===== src/rtl/frame_pkg.sv =====
// Shared frame geometry, bus widths and reader FSM encoding for the frame buffer,
// reader and window blocks.
package frame_pkg;

  localparam int H_ACT     = 480;
  localparam int V_ACT     = 272;
  localparam int FRAME_PIX = H_ACT * V_ACT;
  localparam int ADDR_W    = 17;
  localparam int DATA_W    = 24;
  localparam int RD_LAT    = 1;
  localparam int SKID_D    = 4;
  localparam int XY_W      = 9;

  typedef enum logic [1:0] {
    ST_IDLE  = 2'd0,
    ST_READ  = 2'd1,
    ST_DRAIN = 2'd2
  } rd_state_e;

  // Raster coordinate step: returns zero after the last position of the line/frame.
  function automatic logic [XY_W-1:0] wrap_inc(input logic [XY_W-1:0] v,
                                               input logic [XY_W-1:0] last);
    logic [XY_W-1:0] r;
    if (v == last) begin
      r = {XY_W{1'b0}};
    end else begin
      r = v + {{(XY_W-1){1'b0}}, 1'b1};
    end
    return r;
  endfunction

endpackage


===== src/rtl/frame_rd_ctrl_if.sv =====
// Buffer read port plus tagged pixel stream between the frame reader and its neighbours.
interface frame_rd_ctrl_if #(
  parameter int ADDR_W = frame_pkg::ADDR_W,
  parameter int DATA_W = frame_pkg::DATA_W
) ();

  logic                       rd_en;
  logic [ADDR_W-1:0]          rd_addr;
  logic [DATA_W-1:0]          rd_data;
  logic                       pix_valid;
  logic                       pix_ready;
  logic [DATA_W-1:0]          pix_data;
  logic [frame_pkg::XY_W-1:0] pix_x;
  logic [frame_pkg::XY_W-1:0] pix_y;
  logic                       sof;
  logic                       eol;
  logic                       eof;

  modport master (
    output rd_en, rd_addr, pix_valid, pix_data, pix_x, pix_y, sof, eol, eof,
    input  rd_data, pix_ready
  );

  modport slave (
    input  rd_en, rd_addr, pix_valid, pix_data, pix_x, pix_y, sof, eol, eof,
    output rd_data, pix_ready
  );

endinterface


===== src/rtl/sync_skid_fifo.sv =====
// Single-clock show-ahead FIFO; the head entry is visible on o_data whenever o_valid is high.
module sync_skid_fifo #(
  parameter int DEPTH = 4,
  parameter int WIDTH = 24
) (
  input  logic                     i_clk,
  input  logic                     i_rst_n,
  input  logic                     i_push,
  input  logic [WIDTH-1:0]         i_data,
  input  logic                     i_pop,
  output logic [WIDTH-1:0]         o_data,
  output logic                     o_valid,
  output logic [$clog2(DEPTH):0]   o_count
);

  localparam int PTR_W = $clog2(DEPTH);
  localparam int CNT_W = $clog2(DEPTH) + 1;

  logic [WIDTH-1:0] mem_r [DEPTH];
  logic [PTR_W-1:0] wr_ptr_r;
  logic [PTR_W-1:0] rd_ptr_r;
  logic [CNT_W-1:0] count_r;
  logic             do_push_s;
  logic             do_pop_s;

  assign do_pop_s  = i_pop & (count_r != {CNT_W{1'b0}});
  assign do_push_s = i_push & ((count_r != CNT_W'(DEPTH)) | do_pop_s);

  // Storage, pointers and occupancy; storage is cleared so the head reads zero after reset.
  always_ff @(posedge i_clk or negedge i_rst_n) begin
    if (!i_rst_n) begin
      for (int i = 0; i < DEPTH; i++) begin
        mem_r[i] <= {WIDTH{1'b0}};
      end
      wr_ptr_r <= {PTR_W{1'b0}};
      rd_ptr_r <= {PTR_W{1'b0}};
      count_r  <= {CNT_W{1'b0}};
    end else begin
      if (do_push_s) begin
        mem_r[wr_ptr_r] <= i_data;
        wr_ptr_r        <= wr_ptr_r + PTR_W'(1'b1);
      end
      if (do_pop_s) begin
        rd_ptr_r <= rd_ptr_r + PTR_W'(1'b1);
      end
      count_r <= count_r + CNT_W'(do_push_s) - CNT_W'(do_pop_s);
    end
  end

  assign o_data  = mem_r[rd_ptr_r];
  assign o_valid = (count_r != {CNT_W{1'b0}});
  assign o_count = count_r;

endmodule


===== src/rtl/frame_rd_ctrl.sv =====
// Frame buffer reader: walks the readable bank in raster order and streams x/y/frame-tagged
// pixels through a credit-controlled skid FIFO that absorbs the BRAM read latency.
module frame_rd_ctrl #(
  parameter int H_ACT  = frame_pkg::H_ACT,
  parameter int V_ACT  = frame_pkg::V_ACT,
  parameter int ADDR_W = frame_pkg::ADDR_W,
  parameter int DATA_W = frame_pkg::DATA_W,
  parameter int RD_LAT = frame_pkg::RD_LAT,
  parameter int SKID_D = frame_pkg::SKID_D
) (
  input  logic            i_clk,
  input  logic            i_rst_n,
  input  logic            i_start,
  frame_rd_ctrl_if.master bus,
  output logic            o_busy,
  output logic            o_overrun
);

  localparam int FRAME_PIX = H_ACT * V_ACT;
  localparam int XY_W      = frame_pkg::XY_W;
  localparam int CNT_W     = $clog2(SKID_D) + 1;
  localparam int CRD_W     = CNT_W + 2;
  localparam logic [ADDR_W-1:0] LAST_ADDR = ADDR_W'(FRAME_PIX - 1);
  localparam logic [XY_W-1:0]   X_LAST    = XY_W'(H_ACT - 1);
  localparam logic [XY_W-1:0]   Y_LAST    = XY_W'(V_ACT - 1);

  frame_pkg::rd_state_e state_r;
  frame_pkg::rd_state_e state_next_s;
  logic                 rd_en_r;
  logic                 rd_en_next_s;
  logic [ADDR_W-1:0]    rd_addr_r;
  logic [RD_LAT-1:0]    pipe_r;
  logic [XY_W-1:0]      x_r;
  logic [XY_W-1:0]      y_r;
  logic                 busy_r;
  logic                 overrun_r;
  logic                 push_s;
  logic                 pop_s;
  logic                 start_ok_s;
  logic                 last_addr_s;
  logic                 credit_ok_s;
  logic                 drain_done_s;
  logic [CRD_W-1:0]     inflight_s;
  logic [CRD_W-1:0]     credit_used_s;
  logic                 fifo_valid_s;
  logic [DATA_W-1:0]    fifo_data_s;
  logic [CNT_W-1:0]     fifo_count_s;

  sync_skid_fifo #(
    .DEPTH (SKID_D),
    .WIDTH (DATA_W)
  ) u_fifo (
    .i_clk   (i_clk),
    .i_rst_n (i_rst_n),
    .i_push  (push_s),
    .i_data  (bus.rd_data),
    .i_pop   (pop_s),
    .o_data  (fifo_data_s),
    .o_valid (fifo_valid_s),
    .o_count (fifo_count_s)
  );

  assign push_s      = pipe_r[RD_LAT-1];
  assign pop_s       = fifo_valid_s & bus.pix_ready;
  assign start_ok_s  = i_start & (state_r == frame_pkg::ST_IDLE);
  assign last_addr_s = (rd_addr_r == LAST_ADDR);

  // Credits: the next read may issue only if every slot it could land in is already free.
  always_comb begin
    inflight_s = {CRD_W{1'b0}};
    for (int i = 0; i < RD_LAT; i++) begin
      inflight_s = inflight_s + CRD_W'(pipe_r[i]);
    end
    credit_used_s = CRD_W'(fifo_count_s) + inflight_s + CRD_W'(rd_en_r) - CRD_W'(pop_s);
    credit_ok_s   = (credit_used_s < CRD_W'(SKID_D));
    drain_done_s  = (inflight_s == {CRD_W{1'b0}}) &&
                    ((fifo_count_s == {CNT_W{1'b0}}) ||
                     ((fifo_count_s == CNT_W'(1'b1)) && pop_s));
  end

  // FSM next state and next-cycle read issue.
  always_comb begin
    state_next_s = state_r;
    rd_en_next_s = 1'b0;
    case (state_r)
      frame_pkg::ST_IDLE: begin
        if (i_start) begin
          state_next_s = frame_pkg::ST_READ;
          rd_en_next_s = 1'b1;
        end else begin
          state_next_s = frame_pkg::ST_IDLE;
        end
      end
      frame_pkg::ST_READ: begin
        if (rd_en_r && last_addr_s) begin
          state_next_s = frame_pkg::ST_DRAIN;
        end else begin
          rd_en_next_s = credit_ok_s;
        end
      end
      frame_pkg::ST_DRAIN: begin
        if (drain_done_s) begin
          state_next_s = frame_pkg::ST_IDLE;
        end else begin
          state_next_s = frame_pkg::ST_DRAIN;
        end
      end
      default: begin
        state_next_s = frame_pkg::ST_IDLE;
      end
    endcase
  end

  // FSM state register.
  always_ff @(posedge i_clk or negedge i_rst_n) begin
    if (!i_rst_n) begin
      state_r <= frame_pkg::ST_IDLE;
    end else begin
      state_r <= state_next_s;
    end
  end

  // Read port, latency pipe, raster position and status flags.
  always_ff @(posedge i_clk or negedge i_rst_n) begin
    if (!i_rst_n) begin
      rd_en_r   <= 1'b0;
      rd_addr_r <= {ADDR_W{1'b0}};
      pipe_r    <= {RD_LAT{1'b0}};
      x_r       <= {XY_W{1'b0}};
      y_r       <= {XY_W{1'b0}};
      busy_r    <= 1'b0;
      overrun_r <= 1'b0;
    end else begin
      rd_en_r   <= rd_en_next_s;
      pipe_r[0] <= rd_en_r;
      for (int i = 1; i < RD_LAT; i++) begin
        pipe_r[i] <= pipe_r[i-1];
      end
      // The address already points at the next read while a stall is in progress.
      if (start_ok_s) begin
        rd_addr_r <= {ADDR_W{1'b0}};
      end else if (rd_en_r && !last_addr_s) begin
        rd_addr_r <= rd_addr_r + ADDR_W'(1'b1);
      end
      if (start_ok_s) begin
        x_r <= {XY_W{1'b0}};
        y_r <= {XY_W{1'b0}};
      end else if (pop_s) begin
        x_r <= frame_pkg::wrap_inc(x_r, X_LAST);
        if (x_r == X_LAST) begin
          y_r <= frame_pkg::wrap_inc(y_r, Y_LAST);
        end
      end
      busy_r    <= (state_next_s != frame_pkg::ST_IDLE);
      overrun_r <= i_start & (state_r != frame_pkg::ST_IDLE);
    end
  end

  assign bus.rd_en     = rd_en_r;
  assign bus.rd_addr   = rd_addr_r;
  assign bus.pix_valid = fifo_valid_s;
  assign bus.pix_data  = fifo_data_s;
  assign bus.pix_x     = x_r;
  assign bus.pix_y     = y_r;
  assign bus.sof       = fifo_valid_s & (x_r == {XY_W{1'b0}}) & (y_r == {XY_W{1'b0}});
  assign bus.eol       = fifo_valid_s & (x_r == X_LAST);
  assign bus.eof       = fifo_valid_s & (x_r == X_LAST) & (y_r == Y_LAST);
  assign o_busy        = busy_r;
  assign o_overrun     = overrun_r;

endmodule


===== src/flat_wrapper.sv =====
// flat-port wrapper written by rule: the top's interface ports become plain ports
module frame_rd_ctrl_flat 
#(
  parameter int H_ACT  = frame_pkg::H_ACT,
  parameter int V_ACT  = frame_pkg::V_ACT,
  parameter int ADDR_W = frame_pkg::ADDR_W,
  parameter int DATA_W = frame_pkg::DATA_W,
  parameter int RD_LAT = frame_pkg::RD_LAT,
  parameter int SKID_D = frame_pkg::SKID_D
)
  (i_clk, i_rst_n, i_start, o_busy, o_overrun, bus_rd_en, bus_rd_addr, bus_pix_valid, bus_pix_data, bus_pix_x, bus_pix_y, bus_sof, bus_eol, bus_eof, bus_rd_data, bus_pix_ready);
  frame_rd_ctrl_if #(.ADDR_W(ADDR_W), .DATA_W(DATA_W)) bus_i ();
  input  logic i_clk;
  input  logic i_rst_n;
  input  logic i_start;
  output logic o_busy;
  output logic o_overrun;
  output wire logic [$bits(bus_i.rd_en)-1:0] bus_rd_en;
  output wire logic [$bits(bus_i.rd_addr)-1:0] bus_rd_addr;
  output wire logic [$bits(bus_i.pix_valid)-1:0] bus_pix_valid;
  output wire logic [$bits(bus_i.pix_data)-1:0] bus_pix_data;
  output wire logic [$bits(bus_i.pix_x)-1:0] bus_pix_x;
  output wire logic [$bits(bus_i.pix_y)-1:0] bus_pix_y;
  output wire logic [$bits(bus_i.sof)-1:0] bus_sof;
  output wire logic [$bits(bus_i.eol)-1:0] bus_eol;
  output wire logic [$bits(bus_i.eof)-1:0] bus_eof;
  input wire logic [$bits(bus_i.rd_data)-1:0] bus_rd_data;
  input wire logic [$bits(bus_i.pix_ready)-1:0] bus_pix_ready;
  assign bus_rd_en = bus_i.rd_en;
  assign bus_rd_addr = bus_i.rd_addr;
  assign bus_pix_valid = bus_i.pix_valid;
  assign bus_pix_data = bus_i.pix_data;
  assign bus_pix_x = bus_i.pix_x;
  assign bus_pix_y = bus_i.pix_y;
  assign bus_sof = bus_i.sof;
  assign bus_eol = bus_i.eol;
  assign bus_eof = bus_i.eof;
  assign bus_i.rd_data = bus_rd_data;
  assign bus_i.pix_ready = bus_pix_ready;
  frame_rd_ctrl #(.H_ACT(H_ACT), .V_ACT(V_ACT), .ADDR_W(ADDR_W), .DATA_W(DATA_W), .RD_LAT(RD_LAT), .SKID_D(SKID_D)) u_core (.i_clk(i_clk), .i_rst_n(i_rst_n), .i_start(i_start), .bus(bus_i), .o_busy(o_busy), .o_overrun(o_overrun));
endmodule

===== config.mk =====
export PLATFORM = sky130hd
export DESIGN_NAME = frame_rd_ctrl_flat
export DESIGN_NICKNAME = d
export VERILOG_FILES = /design/src/rtl/frame_pkg.sv /design/src/rtl/frame_rd_ctrl_if.sv /design/src/rtl/sync_skid_fifo.sv /design/src/rtl/frame_rd_ctrl.sv /design/src/flat_wrapper.sv
export SDC_FILE = /design/constraint.sdc
export NUM_CORES = 1
export LEC_CHECK = 0
export BUFFER_PORTS_ARGS = -buffer_cell sky130_fd_sc_hd__buf_2
export CELL_PAD_IN_SITES_DETAIL_PLACEMENT = 0
export CELL_PAD_IN_SITES_GLOBAL_PLACEMENT = 1
export CORE_AREA = 2 2 163 117
export CTS_CLUSTER_DIAMETER = 50
export DETAILED_ROUTE_END_ITERATION = 8
export DIE_AREA = 0 0 165 119
export HOLD_SLACK_MARGIN = 0.08
export PLACE_DENSITY = 0.81
export REMOVE_ABC_BUFFERS = 1
export SLEW_MARGIN = 40
export SYNTH_ARGS = -nofsm -noshare
export SYNTH_HDL_FRONTEND = slang
export SYNTH_SLANG_ARGS = --single-unit

===== constraint.sdc =====
create_clock -name i_clk -period 2.5 [get_ports i_clk]
set_input_delay 0 -clock i_clk [delete_from_list [all_inputs] [get_ports i_clk]]
set_output_delay 0 -clock i_clk [all_outputs]
set_load 0.03 [all_outputs]

# Yosys cells after proc, flatten, opt, wreduce, memory -nomap -nowiden
# Cells that the tools add are included.
# W data, S select, Z words.
dict set report totals {
  output_inout_bits 66
  regBits 144
  inputBits 28
  elab_cells 89
}
dict set report classes {
  bitwise 12
  n_lt_le_gt_ge 4
  n_reduce_logical 19
  muxes 22
  eq_ne 7
  n_addsub 10
}
# op n
set op_table {}
lappend op_table {{$bwmux W96} 1}
lappend op_table {{$mux W24} 3}
lappend op_table {{$mux W9} 7}
lappend op_table {{$bmux W24 S2} 1}
lappend op_table {{$demux W24 S2} 1}
lappend op_table {{$mux W17} 2}
lappend op_table {{$add A9 B1 Y9 const B} 2}
lappend op_table {{$eq A9 B9 Y1 const B} 2}
lappend op_table {{$logic_not A9 Y1} 2}
lappend op_table {{$add A17 B1 Y17 const B} 1}
lappend op_table {{$eq A17 B17 Y1 const B} 1}
lappend op_table {{$reduce_bool A2 Y1} 5}
lappend op_table {{$and A1 B1 Y1} 9}
lappend op_table {{$ge A3 B3 Y1 const B} 2}
lappend op_table {{$not A2 Y3} 2}
lappend op_table {{$pmux W2 S3} 1}
lappend op_table {{$add A5 B1 Y5} 1}
lappend op_table {{$logic_and A1 B1 Y1} 5}
lappend op_table {{$logic_not A5 Y1} 1}
lappend op_table {{$lt A5 B3 Y1 const B} 1}
lappend op_table {{$sub A5 B1 Y5} 1}
lappend op_table {{$add A2 B1 Y2 const B} 2}
lappend op_table {{$add A3 B1 Y4} 1}
lappend op_table {{$mux W2} 2}
lappend op_table {{16 further kinds} 18}

# Longest topological paths before layout
dict set report logic_depth {
  depth_word 8
  depth_mapped 12
}

# Cells and area by module
# Synthesis repeated with hierarchy kept, for this count alone.
dict set report unflattened {
  cells_unflattened 531
  hier_area_um2 7006.7
}
# mod seq_area_each_um2 cells_per_inst n_inst area_each_um2
set modules_own_cells {}
lappend modules_own_cells {sync_skid_fifo 2577.5 268 1 4574.4}
lappend modules_own_cells {frame_rd_ctrl 1026.0 263 1 2432.3}

# Worst setup path after synthesis
# No wires, ideal clock.
dict set report synth_path {
  path_type {register to register}
  start {reg u_core.u_fifo.count_r[1] (netlist: u_core.u_fifo.o_count[1])}
  end {reg u_core.rd_en_r (netlist: u_core.bus.rd_en)}
  t_arrival_ps 2267
  required_time_ps 2380
  stages_incl_launch_ff 13
  path_buffers 2
  setup_ps 120
  slack_ps 112
  path_cell_list {dfrtp_1 > or3_1 > buf_6 > nand2_8 > inv_4 > buf_6 > ha_1 > inv_1 > ha_1 > and3b_1 > o221ai_1 > xor2_1 > o211a_1}
}
dict set report synth_via {
  elab_chain_len 6
}
# item line_no
set synth_rtl {}
lappend synth_rtl {{from (decl)} sync_skid_fifo.sv:22} ;# logic [CNT_W-1:0] count_r;
lappend synth_rtl {{from (signal assigned)} sync_skid_fifo.sv:37} ;# count_r <= {CNT_W{1'b0}};
lappend synth_rtl {{from (signal assigned)} sync_skid_fifo.sv:46} ;# count_r <= count_r + CNT_W'(do_push_s) - CNT_W'(do_pop_s);
lappend synth_rtl {{$reduce_bool A3 Y1} sync_skid_fifo.sv:51} ;# assign o_valid = (count_r != {CNT_W{1'b0}});
lappend synth_rtl {{net bus_pix_valid} flat_wrapper.sv:20} ;# output wire logic [$bits(bus_i.pix_valid)-1:0] bus_pix_valid;
lappend synth_rtl {{$and A1 B1 Y1} frame_rd_ctrl.sv:64} ;# assign pop_s = fifo_valid_s & bus.pix_ready;
lappend synth_rtl {{$sub A5 B1 Y5} frame_rd_ctrl.sv:74} ;# credit_used_s = CRD_W'(fifo_count_s) + inflight_s + CRD_W'(rd_en_r) - CRD_W'(pop_s);
lappend synth_rtl {{$lt A5 B3 Y1} frame_rd_ctrl.sv:75} ;# credit_ok_s = (credit_used_s < CRD_W'(SKID_D));
lappend synth_rtl {{$mux W1} frame_rd_ctrl.sv:95} ;# if (rd_en_r && last_addr_s) begin
lappend synth_rtl {{$pmux W1 S2} frame_rd_ctrl.sv:85} ;# case (state_r)
lappend synth_rtl {{net u_core.rd_en_next_s} frame_rd_ctrl.sv:30} ;# logic rd_en_next_s;
lappend synth_rtl {{to (signal assigned)} frame_rd_ctrl.sv:134} ;# rd_en_r <= rd_en_next_s;
lappend synth_rtl {{to (decl)} frame_rd_ctrl.sv:29} ;# logic rd_en_r;
# The timed path passes the listed nets, and every way through them passes these cells.
# A chain may end at the register's enable or synchronous reset.

# Worst setup path after layout
dict set report layout_path {
  start {reg u_core.u_fifo.count_r[2] (netlist: u_core.u_fifo.o_count[2])}
  end {reg u_core.rd_en_r (netlist: u_core.bus.rd_en)}
}
dict set report layout_via {
  elab_chain_len 6
}
# item line_no
set layout_rtl {}
lappend layout_rtl {{$add A3 B1 Y4 or $reduce_bool A3 Y1 (tied branches)} {frame_rd_ctrl.sv:74, sync_skid_fifo.sv:51}}
lappend layout_rtl {{$add A5 B1 Y5 or $and A1 B1 Y1 (tied branches)} {frame_rd_ctrl.sv:74, frame_rd_ctrl.sv:64}}
lappend layout_rtl {{$sub A5 B1 Y5 *} frame_rd_ctrl.sv:74}
lappend layout_rtl {{$lt A5 B3 Y1 *} frame_rd_ctrl.sv:75}
lappend layout_rtl {{$mux W1 *} frame_rd_ctrl.sv:95}
lappend layout_rtl {{$pmux W1 S2 *} frame_rd_ctrl.sv:85}
lappend layout_rtl {{net u_core.rd_en_next_s} frame_rd_ctrl.sv:30}
# The timed path passes the listed nets; every way through them passes the cells marked *.

==> metrics.csv <==
metric,value,unit
slowest_delay,450,ps
syn_to_final_growth,22.7,%
fin_worst_skew,8.54,ps
grt.met3_usage,6.13,%
power_density,1240,mW/mm²
cts-root-buf,clkbuf_16,
final_area,0.00871,mm²
fin_util,47.5,%
ys.flop_type,dfrtp_1,
gr-max-usage-layer,met2,
cts_tree,yes,
post_cts_buffers,0,
critPathKind,reg -> reg,
grt_use_met2,27.0,%
dp_hpwl,10.6,mm
cp.required,2810,ps
antenna_found_initial,0,
dr_total_vias,4786,
placedInstanceArea,0.00779,mm²
critPathLaunchType,register,
worstPathMaxFanout,14,
grt_max_degree,67,
vias_per_cell,5.26,
min_path_type,in -> async,
dr.pass1.iters,4,
fin_crit,2360,ps
tightest_slew,636,ps
die_y,119,µm
worstPathCellList,"or3_4, nand2_8, inv_4, ha_1, inv_1, ha_1, and3b_1, o221ai_1, xor2_1, o211a_1",
drt_iter0_drc,287,
grt_pass1_vias,5069,
antenna_cells,0,
synthesis.area,0.00710,mm²
synth_enable_flop_cells,0,
arrival,2660,ps
ys_ff_latch,144,
fp.dieArea,0.0196,mm²
port_buffers,93,
io_pins,94,
ys_seq_area_share,50.8,%
die_w,165,µm
routabilityCongestion,0.818,
tns,0,ps
finalCritPeriodShare,94.2,%
outcome,"finished, final reports clean",
clock-sinks,144,
wl_per_cell,17.5,µm
crit_slowest_cell,or3_4,
cts-htree-levels,4,
ys_types,59,
fp.coreArea,0.0183,mm²
finalWirelength,15.9,mm
drtAntennaViolNets,0,
rsz0062_at_grt,false,
max-cap-violations,0,
vdd_drop_max,755,µV
drv_slew,0,
overflow,0,
initial_core_util,38.7,%
layout-drive-gt1-share,28.7,%
power.leakage,3.97,nW
crit_buf_inv,2,
path_clk_slew,70,ps
slew_headroom,57.4,%
insertion_delay,420,ps
drc,0,
whs,132,ps
synth_area_per_cell,13.4,µm²
gr-usage-all-layers,17.4,%
fillerInstances,1612,
max_freq,424,MHz
final-setup-viol-count,0,
worst_setup_path_end_kind,register,
path_delay_family,simple AND/OR/NAND/NOR gates,
cp_common_cell,ha_1,
grt_pass1_wl,26.3,mm
postSynthCellCount,529,
cts_buffers,17,
clockBufferDepth,2,
use_met1,23.6,%
yosys_warnings,0,
rows,42,
nNetsFinal,702,
synthArstFlopShare,100,%
final_hold_viol_count,0,
## power by group
group          internal [W]  total [W]  switching [W]  leakage, nW
logic               0.00185    0.00422        0.00237         1.86
registers           0.00324    0.00385       0.000611         1.79
clock network       0.00172    0.00276        0.00103        0.316
## state kept, by name, indices dropped and copies added, names as in the netlist, 2 cells and up
register and count:
u_core.u_fifo.mem_r 96, u_core.bus.rd_addr 17, u_core.bus.pix_x 9, u_core.bus.pix_y 9
u_core.u_fifo.o_count 3, u_core.state_r 2, u_core.u_fifo.rd_ptr_r 2, u_core.u_fifo.wr_ptr_r 2
## layer usage
layer  wire, µm  up-vias
met4         34        0
met1       7510     2446
met3        945        6
met2       7430      118
li1           -     2216
met5          0        -
## timing repair
action / 4_1_cts / 5_1_grt
endpoints found under the setup margin: 0 / 1
gates resized for setup: 0 / 1
hold buffers: 27 / 0
endpoints found under the hold margin: 170 / 0
## cells in the final DEF, fill, tap and decap left out, types with 4 or more instances in the layout
cell | netlist | routed
nand2b_1 | 6 | 6
mux2_2 | 16 | 16
nand2_1 | 32 | 32
buf_4 | 0 | 6
nand4_1 | 8 | 8
mux2_1 | 80 | 80
or3_1 | 6 | 5
mux4_2 | 24 | 24
inv_1 | 19 | 19
and3_1 | 5 | 5
mux2i_1 | 6 | 6
o211ai_1 | 7 | 7
o21ai_0 | 12 | 12
dfrtp_1 | 144 | 143
bufinv_16 | 0 | 4
nand2_8 | 5 | 5
o31ai_1 | 4 | 4
ha_1 | 18 | 18
clkbuf_16 | 0 | 17
nor2b_1 | 4 | 4
nand3_1 | 14 | 14
buf_2 | 6 | 92
nor4_1 | 4 | 4
xor2_1 | 12 | 12
nor2_1 | 19 | 19
a21oi_1 | 13 | 13
dlygate4sd3_1 | 0 | 27
## metrics by stage
stage | power (W) | setup WS (ps) | std cells
finish | 0.0108 | 144 | 910
CTS | 0.0110 | 64.1 | 910
global placement | 0.00785 | 164 | 851
global route | 0.0115 | 28.3 | 910
detailed placement | 0.00812 | 55.3 | 851
floorplan | 0.00682 | 39.3 | 508
## final timing paths
| kind | from | endpoint | slack, ps | depth (start not counted) |
|---|---|---|---|---|
| worst max-delay path | u_core.u_fifo.o_count[2] | u_core.bus.rd_en | 140 | 10 |
| worst min-delay path | i_rst_n | u_core.u_fifo.mem_r[29] | 130 | 2 |
| worst max register to register | u_core.u_fifo.o_count[2] | u_core.bus.rd_en | 140 | 10 |
| worst min register to register | u_core.u_fifo.mem_r[22] | u_core.u_fifo.mem_r[22] | 490 | 1 |
| max in group asynchronous | i_rst_n | u_core.u_fifo.mem_r[59] | 1570 | 3 |
| min in group i_clk | bus_rd_data[10] | u_core.u_fifo.mem_r[10] | 360 | 3 |
## Yosys cell counts, types with 12 or more instances
library cell | count | area [µm²]
inv_1 | 19 | 71.3
mux4_2 | 24 | 541
nand3_1 | 14 | 70.1
mux2_1 | 80 | 901
dfrtp_1 | 144 | 3600
a21oi_1 | 13 | 65.1
ha_1 | 18 | 225
nor2_1 | 19 | 71.3
nand2_1 | 32 | 120
mux2_2 | 16 | 180
o21ai_0 | 12 | 60.1
xor2_1 | 12 | 105
## area by class of cell
class	instances	area [µm²]	area share, %
Clock buffer	19	443	5.09
Tap cell	242	303	3.48
Timing Repair Buffer	128	827	9.50
Clock inverter	13	200	2.30
Inverter	20	77.6	0.891
Multi-Input combinational cell	344	3250	37.4
Sequential cell	144	3600	41.4
## cells by family after synthesis
group                    count (synthesis)  synth area share (%)
AO/OA/AOI/OAI                           59                  6.08
XOR/XNOR                                15                  1.85
adder cells (fa/ha/maj)                 19                  3.46
buffers and inverters                   41                  3.47
flip-flops                             144                  50.8
multiplexers                           126                  23.7
AND/OR/NAND/NOR                        125                  10.7
## worst register-to-register path: cells and delay by family, from the launching register on
family | cells | cell delay (ps)
AOI/OAI and AO/OA | 2 | 430
xor gates and xnor gates | 1 | 110
adders and majority gates | 2 | 400
buffers and inverters | 2 | 140
DFF | 1 | 430
and+or+nand+nor | 3 | 740
(Power assumes the default switching activity.)
